==> src/rtl/seg7_scan_ctrl.sv <==
`timescale 1ns/1ps
`default_nettype none
// ============================================================================
//  Module   : seg7_scan_ctrl
//  Purpose  : Time-multiplexed scan controller for a 4-digit 7-segment
//             display. Each digit gets a BLANK slot (all anodes off, nibble
//             and decimal point already presented to the decoder) followed
//             by a SHOW slot (anode low if the digit is enabled). New
//             contents arrive over valid/ready and are committed only at
//             frame boundaries while scanning.
//  Ports    : clk, rst_n (async, active-low)
//             scan_en                      - 1 = scan, 0 = dark (IDLE)
//             load_valid/load_ready        - load handshake
//             load_value/load_en/load_dp   - offered display contents
//             digit_nib, dp_n, an_n        - registered display drive
//             frame_tick                   - pulse in first cycle after a frame
//  Revision : 1.0  initial release
// ============================================================================
module seg7_scan_ctrl #(
  parameter int TICK_DIV  = 25000,
  parameter int BLANK_CYC = 64
) (
  input  logic        clk,
  input  logic        rst_n,
  input  logic        scan_en,
  input  logic        load_valid,
  output logic        load_ready,
  input  logic [15:0] load_value,
  input  logic [3:0]  load_en,
  input  logic [3:0]  load_dp,
  output logic [3:0]  digit_nib,
  output logic        dp_n,
  output logic [3:0]  an_n,
  output logic        frame_tick
);

  localparam int c_cnt_max = (TICK_DIV > BLANK_CYC) ? TICK_DIV : BLANK_CYC;
  localparam int c_cnt_w   = $clog2(c_cnt_max);
  localparam logic [c_cnt_w-1:0] c_tick_last  = c_cnt_w'(TICK_DIV - 1);
  localparam logic [c_cnt_w-1:0] c_blank_last = c_cnt_w'(BLANK_CYC - 1);

  typedef enum logic [1:0] {
    S_IDLE  = 2'd0,
    S_BLANK = 2'd1,
    S_SHOW  = 2'd2
  } state_t;

  state_t               r_state, w_state_nxt;
  logic [1:0]           r_idx, w_idx_nxt;
  logic [c_cnt_w-1:0]   r_cnt, w_cnt_nxt;

  logic [15:0] r_act_value, w_act_value_nxt;
  logic [3:0]  r_act_en,    w_act_en_nxt;
  logic [3:0]  r_act_dp,    w_act_dp_nxt;
  logic [15:0] r_pnd_value;
  logic [3:0]  r_pnd_en;
  logic [3:0]  r_pnd_dp;
  logic        r_pnd_full;

  logic [3:0]  r_an_n, w_an_nxt;
  logic [3:0]  r_digit_nib;
  logic        r_dp_n;
  logic        r_frame_tick;

  logic w_accept;
  logic w_frame_end;
  logic w_commit;
  logic w_blank_entry;

  assign load_ready = ~r_pnd_full;
  assign an_n       = r_an_n;
  assign digit_nib  = r_digit_nib;
  assign dp_n       = r_dp_n;
  assign frame_tick = r_frame_tick;

  always_comb begin
    w_state_nxt     = r_state;
    w_idx_nxt       = r_idx;
    w_cnt_nxt       = r_cnt;
    w_act_value_nxt = r_act_value;
    w_act_en_nxt    = r_act_en;
    w_act_dp_nxt    = r_act_dp;
    w_an_nxt        = 4'hF;

    w_accept    = load_valid & ~r_pnd_full;
    // Frame end only counts when scanning continues; a stop mid-SHOW
    // produces neither a tick nor a commit.
    w_frame_end = (r_state == S_SHOW) && (r_cnt == c_tick_last) &&
                  (r_idx == 2'd3) && scan_en;
    // IDLE drains any pending entry left behind by a stop.
    w_commit    = r_pnd_full && ((r_state == S_IDLE) || w_frame_end);

    if (w_commit) begin
      w_act_value_nxt = r_pnd_value;
      w_act_en_nxt    = r_pnd_en;
      w_act_dp_nxt    = r_pnd_dp;
    end
    if (w_accept && (r_state == S_IDLE)) begin
      w_act_value_nxt = load_value;
      w_act_en_nxt    = load_en;
      w_act_dp_nxt    = load_dp;
    end

    if (!scan_en) begin
      w_state_nxt = S_IDLE;
      w_idx_nxt   = 2'd0;
      w_cnt_nxt   = '0;
    end else begin
      case (r_state)
        S_IDLE: begin
          w_state_nxt = S_BLANK;
          w_idx_nxt   = 2'd0;
          w_cnt_nxt   = '0;
        end
        S_BLANK: begin
          if (r_cnt == c_blank_last) begin
            w_state_nxt = S_SHOW;
            w_cnt_nxt   = '0;
          end else begin
            w_cnt_nxt = r_cnt + 1'b1;
          end
        end
        S_SHOW: begin
          if (r_cnt == c_tick_last) begin
            w_state_nxt = S_BLANK;
            w_idx_nxt   = r_idx + 2'd1;
            w_cnt_nxt   = '0;
          end else begin
            w_cnt_nxt = r_cnt + 1'b1;
          end
        end
        default: begin
          w_state_nxt = S_IDLE;
          w_idx_nxt   = 2'd0;
          w_cnt_nxt   = '0;
        end
      endcase
    end

    if (w_state_nxt == S_SHOW) begin
      w_an_nxt[w_idx_nxt] = ~w_act_en_nxt[w_idx_nxt];
    end

    // Nibble/dp are latched once per digit so the decoder output settles
    // during the whole BLANK slot before the anode is driven.
    w_blank_entry = (w_state_nxt == S_BLANK) && (r_state != S_BLANK);
  end

  always_ff @(posedge clk or negedge rst_n) begin
    if (!rst_n) begin
      r_state      <= S_IDLE;
      r_idx        <= 2'd0;
      r_cnt        <= '0;
      r_act_value  <= 16'h0;
      r_act_en     <= 4'h0;
      r_act_dp     <= 4'h0;
      r_pnd_value  <= 16'h0;
      r_pnd_en     <= 4'h0;
      r_pnd_dp     <= 4'h0;
      r_pnd_full   <= 1'b0;
      r_an_n       <= 4'hF;
      r_digit_nib  <= 4'h0;
      r_dp_n       <= 1'b1;
      r_frame_tick <= 1'b0;
    end else begin
      r_state      <= w_state_nxt;
      r_idx        <= w_idx_nxt;
      r_cnt        <= w_cnt_nxt;
      r_act_value  <= w_act_value_nxt;
      r_act_en     <= w_act_en_nxt;
      r_act_dp     <= w_act_dp_nxt;
      r_an_n       <= w_an_nxt;
      r_frame_tick <= w_frame_end;

      if (w_commit) begin
        r_pnd_full <= 1'b0;
      end
      if (w_accept && (r_state != S_IDLE)) begin
        r_pnd_value <= load_value;
        r_pnd_en    <= load_en;
        r_pnd_dp    <= load_dp;
        r_pnd_full  <= 1'b1;
      end

      if (w_blank_entry) begin
        r_digit_nib <= w_act_value_nxt[{w_idx_nxt, 2'b00} +: 4];
        r_dp_n      <= ~w_act_dp_nxt[w_idx_nxt];
      end
    end
  end

endmodule
`default_nettype wire
==> config.mk <==
export PLATFORM = sky130hd
export DESIGN_NAME = seg7_scan_ctrl
export DESIGN_NICKNAME = d
export VERILOG_FILES = /design/src/rtl/seg7_scan_ctrl.sv
export SDC_FILE = /design/constraint.sdc
export NUM_CORES = 1
export LEC_CHECK = 0
export BUFFER_PORTS_ARGS = -buffer_cell sky130_fd_sc_hd__buf_4
export CAP_MARGIN = 5
export CORE_UTILIZATION = 50
export CTS_BUF_LIST = sky130_fd_sc_hd__clkbuf_8
export DETAILED_ROUTE_END_ITERATION = 7
export GPL_TIMING_DRIVEN = 0
export PLACE_DENSITY = 0.68
export SYNTH_ARGS = -nofsm -noshare
export SYNTH_HDL_FRONTEND = slang
export SYNTH_SLANG_ARGS = --single-unit
==> constraint.sdc <==
create_clock -name clk -period 3.91 [get_ports clk]
set_input_delay 0.782 -clock clk [delete_from_list [all_inputs] [get_ports clk]]
set_output_delay 0.782 -clock clk [all_outputs]
set_load 0.02 [all_outputs]
### Word level (Yosys, flattened, before mapping)

Index checks and enable logic that the tools add are counted.

* $add $sub $neg: 2
* magnitude comparators: 2
* shift operators: 1
* bitwise logic cells: 6
* equality and inequality tests: 8
* mux-type cells: 26
* reductions and logical operators: 12

Operators by type and width (count)
* two-way mux 15 bit: 3
* two-way mux 16 bit: 2
* case mux 15 bit (2 select lines): 1
* two-way mux 4 bit: 5
* variable part select 16 x 5 -> 4 bit: 1
* adder 15 x 1 -> 15 bit (second input constant): 1
* equality test 15 bit (second input constant): 1
* equality test 15 x 6 -> 1 bit (second input constant): 1
* two-way mux 2 bit: 5
* logical AND 1 bit: 8
* equality test 2 bit (second input constant): 3
* case mux 2 bit (3 select lines): 1
* two-way mux 1 bit: 5
* binary-select mux 1 bit (select 2 bit): 2
* equality test 2 x 1 -> 1 bit (second input constant): 2
* NOT 4 bit: 1
* bitwise OR 4 bit: 1
* case mux 2 bit (2 select lines): 1
* nonzero test 2 bit: 2
* < comparator 2 x 3 -> 1 bit (second input constant): 1
* NOT 1 bit: 3
* adder 2 x 1 -> 2 bit (second input constant): 1
* demux 1 bit (select 2 bit): 1
* greater-or-equal comparator 2 x 1 -> 1 bit (second input constant): 1
* 4 further kinds: 4

* output and inout port bits: 11
* bits of input ports: 28
* flip-flop bits (word level): 78

### Longest topological paths before layout

Gate-level depths: netlist (run 1).

* depth in word-level cells: 13
* depth in mapped cells: 10
* mapped depth without buffers: 8

### Least setup slack after synthesis (run 1)

OpenSTA, ideal clock, no wires.

* path type: flip-flop to flip-flop
* from: reg r_cnt[6]
* to: reg r_digit_nib[2], in the netlist digit_nib[2]
* required time: 3.822 ns
* path slack: 1.357 ns
* arrival time: 2.464 ns
* cell stages (with the launch flop): 9
* library setup time: 0.088 ns
* buffers on the path: 2
* cells stage by stage: dfrtp_1 -> or3_1 -> buf_6 -> or4_4 -> buf_6 -> o211a_4 -> nor3b_4 -> a22oi_1 -> a41oi_1

* cells in the longest elaborated chain, start to end: 9

RTL lines
* from (decl): RTL line 50 `logic [c_cnt_w-1:0] r_cnt, w_cnt_nxt;`
* from (signal assigned): RTL line 168 `r_cnt <= w_cnt_nxt;`
* equality test 15 bit: RTL line 88, 124
* logical AND 1 bit (2 in a row): RTL line 88 `w_frame_end = (r_state == S_SHOW) && (r_cnt == c_tick_last) &&`
* logical AND 1 bit: RTL line 89 `(r_idx == 2'd3) && scan_en;`
* logical OR 1 bit: RTL line 91 `w_commit = r_pnd_full && ((r_state == S_IDLE) || w_frame_end);`
* logical AND 1 bit: RTL line 91
* two-way mux 16 bit: RTL line 93 `if (w_commit) begin`
* two-way mux 16 bit: RTL line 98 `if (w_accept && (r_state == S_IDLE)) begin`
* variable part select 16 x 5 -> 4 bit: RTL line 186 `r_digit_nib <= w_act_value_nxt[{w_idx_nxt, 2'b00} +: 4];`
* to (signal assigned): RTL line 186
* to (decl): RTL line 61 `logic [3:0] r_digit_nib;`

Parallel ways exist; a longest one is shown, timed or not.
A chain may end at the register's enable or synchronous reset.

### Worst setup path after layout (run 1)

* from: reg r_cnt[10]
* to: reg r_an_n[1], in the netlist an_n[1]

* cells in the longest elaborated chain, start to end: 13

RTL lines
* branches (longest 12 deep; another with < comparator 2 x 3 -> 1 bit)
* two-way mux 4 bit *: RTL line 140 `if (w_state_nxt == S_SHOW) begin`
* via w_an_nxt[1]: RTL line 60 `logic [3:0] r_an_n, w_an_nxt;`
* to (signal assigned): RTL line 172 `r_an_n <= w_an_nxt;`
* to (decl): RTL line 60

Mark *: on every way through the listed nets, which the timed path passes. The select of a mux whose other input is x is not followed.

==> results of run 1 <==
flip-flops by register name (all words and copies together) (netlist names), 4 cells and up:
register     cells
r_act_value     16
digit_nib        4
an_n             4
r_act_dp         4
r_pnd_value     16
r_act_en         4
r_pnd_dp         4
r_cnt           15
r_pnd_en         4
power breakdown:
part / switching [mW] / internal (mW) / total, mW
clock: 0.312 / 0.227 / 0.539
combinational: 0.207 / 0.178 / 0.385
sequential: 0.0554 / 0.943 / 0.998
metrics by stage:
step / worst slack [ps] / power, mW / hold slack (ps) / utilization [%]
after floorplan: 1360 / 1.26 / 424 / -
after global placement: 986 / 1.38 / 438 / 57.2
after detailed placement: 916 / 1.40 / 446 / 57.2
after CTS: 884 / 1.94 / 457 / 59.3
after global routing: 567 / 2.03 / 480 / 59.3
final: 865 / 1.92 / 451 / 59.3
path summary, 6_finish.rpt:
kind                       startpoint         endpoint  slack, ps  depth (start not counted)
setup / recovery            r_cnt[10]          an_n[1]        870                          8
max in group asynchronous       rst_n         r_cnt[7]       2700                          1
min in group asynchronous       rst_n  r_pnd_value[11]        580                          1
hold / removal               r_cnt[0]         r_cnt[0]        450                          1
hold reg to reg              r_cnt[0]         r_cnt[0]        450                          1
setup reg to reg            r_cnt[10]          an_n[1]        870                          8
worst max-delay path, stage by stage (launching register included):
cell       delay (ps)
dfrtp_1           360
clkbuf_1          160
nand4bb_1         400
nor4_4            500
a21boi_1          190
clkbuf_1          340
mux2i_1           220
a311oi_1          600
nand4_1           180
layer usage:
metal | GRT usage (%) | wire length [um] | up-vias
met3 | 3.43 | 525 | 18
met4 | 9.39 | 167 | 0
met2 | 38.7 | 4420 | 108
met1 | 35.4 | 4450 | 1612
li1 | - | - | 1538
met5 | 0 | 0 | -
cell usage in the layout (no fill, tap or decap), drive strengths merged, types with 7 or more instances in the layout:
cell type  instances
nor2              38
o211ai            13
and2              12
nand3             25
buf               43
xor2               8
inv               20
dfrtp             73
o21a               7
nand2             28
nand4             10
a22oi              7
a21oi             27
mux2              19
clkbuf            26
o21ai             13
area by class of cell:
type                       count  area (um2)  share of cell area [%]
tap                          102         128                    2.78
sequential                    78        1960                    42.7
clock buffer                   9         124                    2.70
multi-input combinational    280        1870                    40.9
buffer                        22         105                    2.29
clock inverter                 7        42.5                   0.928
inverter                      18        67.6                    1.47
timing repair buffer          38         285                    6.22
cells by family after synthesis:
kind of cell | count (synthesis) | share of synthesized area [%]
xor+xnor | 11 | 2.41
buf+inv | 40 | 4.31
compound gates | 97 | 17.0
mux | 24 | 6.59
fa+ha+maj | 6 | 1.87
simple gates | 142 | 18.9
flops | 78 | 48.9
==> results.md, run 1 <==
- Top FF cell, synth: dfrtp_1
- Syn nets: 432
- CTS tree: done
- Avg Cell Area, Syn: ~10 um2
- GPL Wtd Cong: around 0.86
- GRT Total Usage: between 20% and 30%
- PD cells: approximately 420 mW/mm2
- Cell row count: 32
- Clock sink count: 78
- Max frequency: 328 MHz
- Synth async-reset ratio: 100%
- Post-synth EDFFs: 0
- Fin cells: approximately 550
- Placed cells: roughly 540
- Die Area: 0.00837 mm2
- Status: complete, no violations
- Fin nets: 481
- Placed Instance Area: approximately 0.0044 mm2
- Vias in the first global route: around 3200
- First drt pass iteration count: 6
- Initial antenna violation count: 0
- Final min period: approximately 3000 ps
- Area Growth Syn to Fin: 14.5%
- Mapped cell area: 0.00401 mm2
- Final Instance Area: between 0.004 and 0.005 mm2
- Cell with the most instances after synthesis: dfrtp_1
- DRT Wirelength: about 9600 um
- Vias/cell: between 5 and 6
- Largest net degree at the start of global routing: 79
- Synth warn: 0
- Number of distinct library cells after synthesis: 58
- Sequential share of the synthesized area: 48.9%
- Postcts setup bufs: 0
- Peak supply drop: approximately 0.27 mV
- Commonest cells in the netlist: 73 x dfrtp_1, 38 x nor2_1, 28 x nand2_1
- CTS buffer count: 9
- Fillers: about 660
- Clk_skew: about 12 ps
- Leak: 1.95 nW
- Crit path DAT: roughly 3300 ps
- Die Width: around 90 um
- Final setup viols: 0
- Classification of the worst-slack hold path: reg2reg
- Fin. Hold Viols: 0
- DR iter-0 viols: 179
- TNS Setup: 0 ps
- Worst-skew pair later-pin latency: about 360 ps
- Final ANT Viol Nets: 0
- Residual DRC count: 0
- Worst slew pin tran: between 900 and 1000 ps
- Final Max Slew Viols: 0
- Via count: between 3000 and 4000
- Cts hold-fix bufs: 0
- CTS resizes: 0
- Maximum buffer depth of the clock tree: 2
- Antenna diode count: 0
- Clock slew at reported path FFs: approximately 80 ps
- Share of layout cells above drive strength 1: approximately 20%
- Ranking of synthesized cells by area: dfrtp_1 46%, mux2_2 5.3%, nor2_1 3.6%
- Chip height: 91.5 um
- Post-synth top area share: 45.6%
- Core box area: between 0.007 and 0.008 mm2
- Post-Syn Instances: slightly below 400
- Dpl hpwl: approximately 6600 um
- Final period utilization: ~78%
- Average wire per standard cell: between 15 and 20 um
- Unrepaired setup endpoints after global routing: no
- Element type at the critical path start: flip-flop
- Critical path capture point type: flip-flop
- Slew headroom: around a third
- I/O Buffers: 38
- Clock root cell: clkbuf_8
- H-tree depth: 3
- Max FO, Critical Path: 10
- I/O pin cnt: 39
- First-pass GRT wire length: around 16000 um
- Yosys top cell by area: dfrtp_1
- Initial Utilization: between 50% and 60%
- Grt ovf: 0
- Setup CP Type: reg2reg
- Max cap viols: 0
- Worst Path Required: about 4200 ps
- Seq cells post-synth: 78
Power figures use the tool's default switching activity.
==> run 2, diff against run 1 <==
- ABC_AREA: default -> 1
- PLACE_DENSITY: 0.68 -> 0.71
- clock period: 3.91 -> 2.6 ns (I/O delays scaled with it)
==> run 2 against run 1 <==
  * Count of clock-buffer cells in the layout up 1
  * Non-clock buffer count shrank 6
  * Synthesized cell count increased by 22%
  * Total power increased by 61%
  * Sequential power grew 51%
  * Largest power group unchanged
==> results.md, run 2 <==
- P_int: 2.15 mW (+60%)
- PD cells: 661 mW/mm2 (+58%)
- First-pass GRT wire length: 15200 um (-4.4%)
- Maximum buffer depth of the clock tree: 2 (unchanged)
- GPL Wtd Cong: 0.840 (-1.8%)
- Met3 Resource Use GR: 4.23% (+0.80 points)
- Seq cells post-synth: 78 (unchanged)
- P_sw: 0.939 mW (+64%)
- Slew headroom: 34.8% (+0.40 points)
- Placed Instance Area: 0.00447 mm2 (+1.1%)
- Status: complete, no violations
- Reg power frac: 48.8% (-3.1 points)
- Mux contribution to synthesized area: 0.556% (-6.0 points)
- Flop2flop setup slack: 270 ps (-590 ps)
- Final Max Slew Viols: 0 (unchanged)
- CTS buffer count: 9 (unchanged)
- Top FF cell, synth: dfrtp_1
- Synth async-reset ratio: 100% (unchanged)
- Leak: 2.31 nW (+19%)
- Postcts setup bufs: 0 (unchanged)
- DRT Wirelength: 9140 um (-4.4%)
- Worst-skew pair later-pin latency: 350 ps (about the same)
- Cell row count: 32 (unchanged)
- Unrepaired setup endpoints after global routing: no
- Antenna diode count: 0 (unchanged)
- Dpl hpwl: 6530 um (-1.2%)
- Die Area: 0.00847 mm2 (+1.2%)
- Grt ovf: 0 (unchanged)
- Mapped cell area: 0.00405 mm2 (+1.2%)
- Clock sink count: 78 (unchanged)
- DR iter-0 viols: 179 (unchanged)
- GRT Total Usage: 23.4% (-1.5 points)
- Critical path capture point type: flip-flop
- Setup CP Type: reg2reg
- Final period utilization: 89.4% (+12 points)
- Via count: 3267 (-0.27%)
- Final Instance Area: 0.00467 mm2 (+2.0%)
- TNS Setup: 0 ps (unchanged)
- Worst slew pin tran: 978 ps (-5.93 ps)
- Initial antenna violation count: 0 (unchanged)
- Post-Syn Instances: 486 (+22%)
- Final setup viols: 0 (unchanged)
- Synth warn: 0 (unchanged)
- I/O pin cnt: 39 (unchanged)
- Cts hold-fix bufs: 0 (unchanged)
- Most Crowded Layer GR: met2
- Hold_ws: 304 ps (-147 ps)
- Adder-Cell Fraction of Synth Area: 1.85% (-0.022 points)
- Worst Path Required: 2850 ps (-1320 ps)
- Comb power frac: 20.6% (+0.6 points)
- Yosys top cell by area: dfrtp_1
- Element type at the critical path start: flip-flop
- Peak supply drop: 0.319 mV (+19%)
- CTS tree: done
- Cell with the most instances after synthesis: nand2_1
- Max frequency: 430 MHz (+31%)
- Die Width: 92.0 um (+0.58%)
- Met1 usage: 29.3% (-6.1 points)
- Crit path DAT: 2580 ps (-720 ps)
- Vias in the first global route: 3197 (+0.38%)
- Routing usage on met2: 39.8% (+1.1 points)
- Vias/cell: 5.09 (-14%)
- Average wire per standard cell: 14.2 um (-17%)
- Most common cell after layout, fill and taps aside: nand2_1
- Net Sw Frac: 30.4% (+0.53 points)
- Largest net degree at the start of global routing: 79 (unchanged)
- Sequential share of the synthesized area: 48.3% (-0.57 points)
- Core box area: 0.00777 mm2 (+0.52%)
- Ranking of synthesized cells by area: dfrtp_1 45%, nand2_1 10%, nand3_1 8.2%
- Post-synth EDFFs: 0 (unchanged)
- First drt pass iteration count: 4 (-2)
- Post-Synth XOR/XNOR Area: 1.51% (-0.89 points)
- H-tree depth: 3 (unchanged)
- Final ANT Viol Nets: 0 (unchanged)
- Max FO, Critical Path: 10 (unchanged)
- Clock slew at reported path FFs: 90 ps (about the same)
- Initial Utilization: 52.2% (+0.34 points)
- I/O Buffers: 38 (unchanged)
- Post-synth top area share: 45.1% (-0.54 points)
- Clock root cell: clkbuf_8
- Classification of the worst-slack hold path: in2async
- Area Growth Syn to Fin: 15.3%
- Commonest cells in the netlist: 111 x nand2_1, 73 x dfrtp_1, 66 x nand3_1
- Final Core Density: 60.2% (+0.85 points)
- Clk_skew: 12.3 ps (+0.243 ps)
- Fin nets: 569 (+18%)
- Regs by FF count: r_act_value (16), r_pnd_value (16), r_cnt (15)
- Share of layout cells above drive strength 1: 21.1% (+1.4 points)
- CTS resizes: 0 (unchanged)
- Post-Synth Simple-Gate Area: 35.2% (+16 points)
- Number of distinct library cells after synthesis: 37 (-36%)
- Avg Cell Area, Syn: 8.34 um2 (-17%)
- Commonest cells after routing, fill and taps aside: 111 x nand2_1, 73 x dfrtp_1, 66 x nand3_1
- Compound-Gate Fraction of Synth Area: 4.45% (-13 points)
- Main combinational cell family by area after synthesis: simple AND/OR/NAND/NOR gates
- Chip height: 92.0 um (+0.58%)
- Residual DRC count: 0 (unchanged)
- Power share of the clock group: 30.6% (+2.6 points)
- Fin. Hold Viols: 0 (unchanged)
- Final min period: 2330 ps (-719 ps)
- Max cap viols: 0 (unchanged)
- Syn nets: 520 (+20%)
[run 2: cell types whose count changed after synthesis, sizes merged, moves of 6 or more]
cell	delta
nand3	+55
a21oi	-18
a22oi	-7
o211ai	-12
o21a	-7
nand2	+97
a211o	-6
nor3	+8
mux2	-17
nor2	+10
nand4	-8
o21ai	+9
clkbuf	-9
inv	+40
[run 2: cells by family (layout without fill, tap and decap cells)]
| kind of cell | count (synthesis) | after routing |
|---|---|---|
| and+or+nand+nor | 282 | 282 |
| muxes | 2 | 2 |
| DFF | 78 | 78 |
| buffers and inverters | 77 | 131 |
| AOI/OAI and AO/OA | 34 | 34 |
| xor gates and xnor gates | 7 | 7 |
| adders and majority gates | 6 | 6 |
[run 2: power groups by stage]
stage,clock (mW),sequential (mW),combinational [mW]
after CTS,0.967,1.51,0.639
final,0.946,1.51,0.638
after detailed placement,0,1.53,0.638
after global routing,1.02,1.53,0.725
after floorplan,0,1.54,0.410
after global placement,0,1.52,0.617
[run 2: through the flow]
stage / setup WS (ps) / total power, mW / cells
floorplan: 768 / 1.95 / 486
global placement: 301 / 2.14 / 626
detailed placement: 312 / 2.17 / 626
CTS: 283 / 3.11 / 642
global route: 62.9 / 3.27 / 642
finish: 275 / 3.09 / 642
[run 2: metal layers]
metal / part of all wire (%) / vias to the layer above
met5: 0 / -
met4: 1.8 / 0
met3: 3.9 / 17
met2: 50 / 59
met1: 45 / 1554
li1: - / 1637
[run 2: final timing paths]
kind / from / to / cells past startpoint
min in group clk: load_en[3] / r_act_en[3] / 3
min reg2reg: r_cnt[0] / r_cnt[0] / 1
max reg2reg: r_state[0] / digit_nib[3] / 10
max in group asynchronous: rst_n / r_act_value[3] / 1
min: rst_n / r_cnt[4] / 1
max: r_state[0] / digit_nib[3] / 10
[run 2: cell type report]
| type | instances | area, um2 |
|---|---|---|
| clock inverter | 6 | 71.3 |
| buffer | 16 | 97.6 |
| clock buffer | 10 | 138 |
| inverter | 61 | 231 |
| sequential | 78 | 1960 |
| timing repair buffer | 38 | 285 |
| fill | 722 | 3090 |
| multi-input combinational | 331 | 1770 |
| tap | 102 | 128 |
[run 2: critical path, stage by stage (launching register included)]
cell	delay (ps)
dfrtp_1	410
inv_1	100
ha_1	200
nand3_1	280
inv_1	230
clkbuf_1	420
nand2_1	130
nand3_1	140
nand3_1	140
nor2_1	130
nor2_1	50
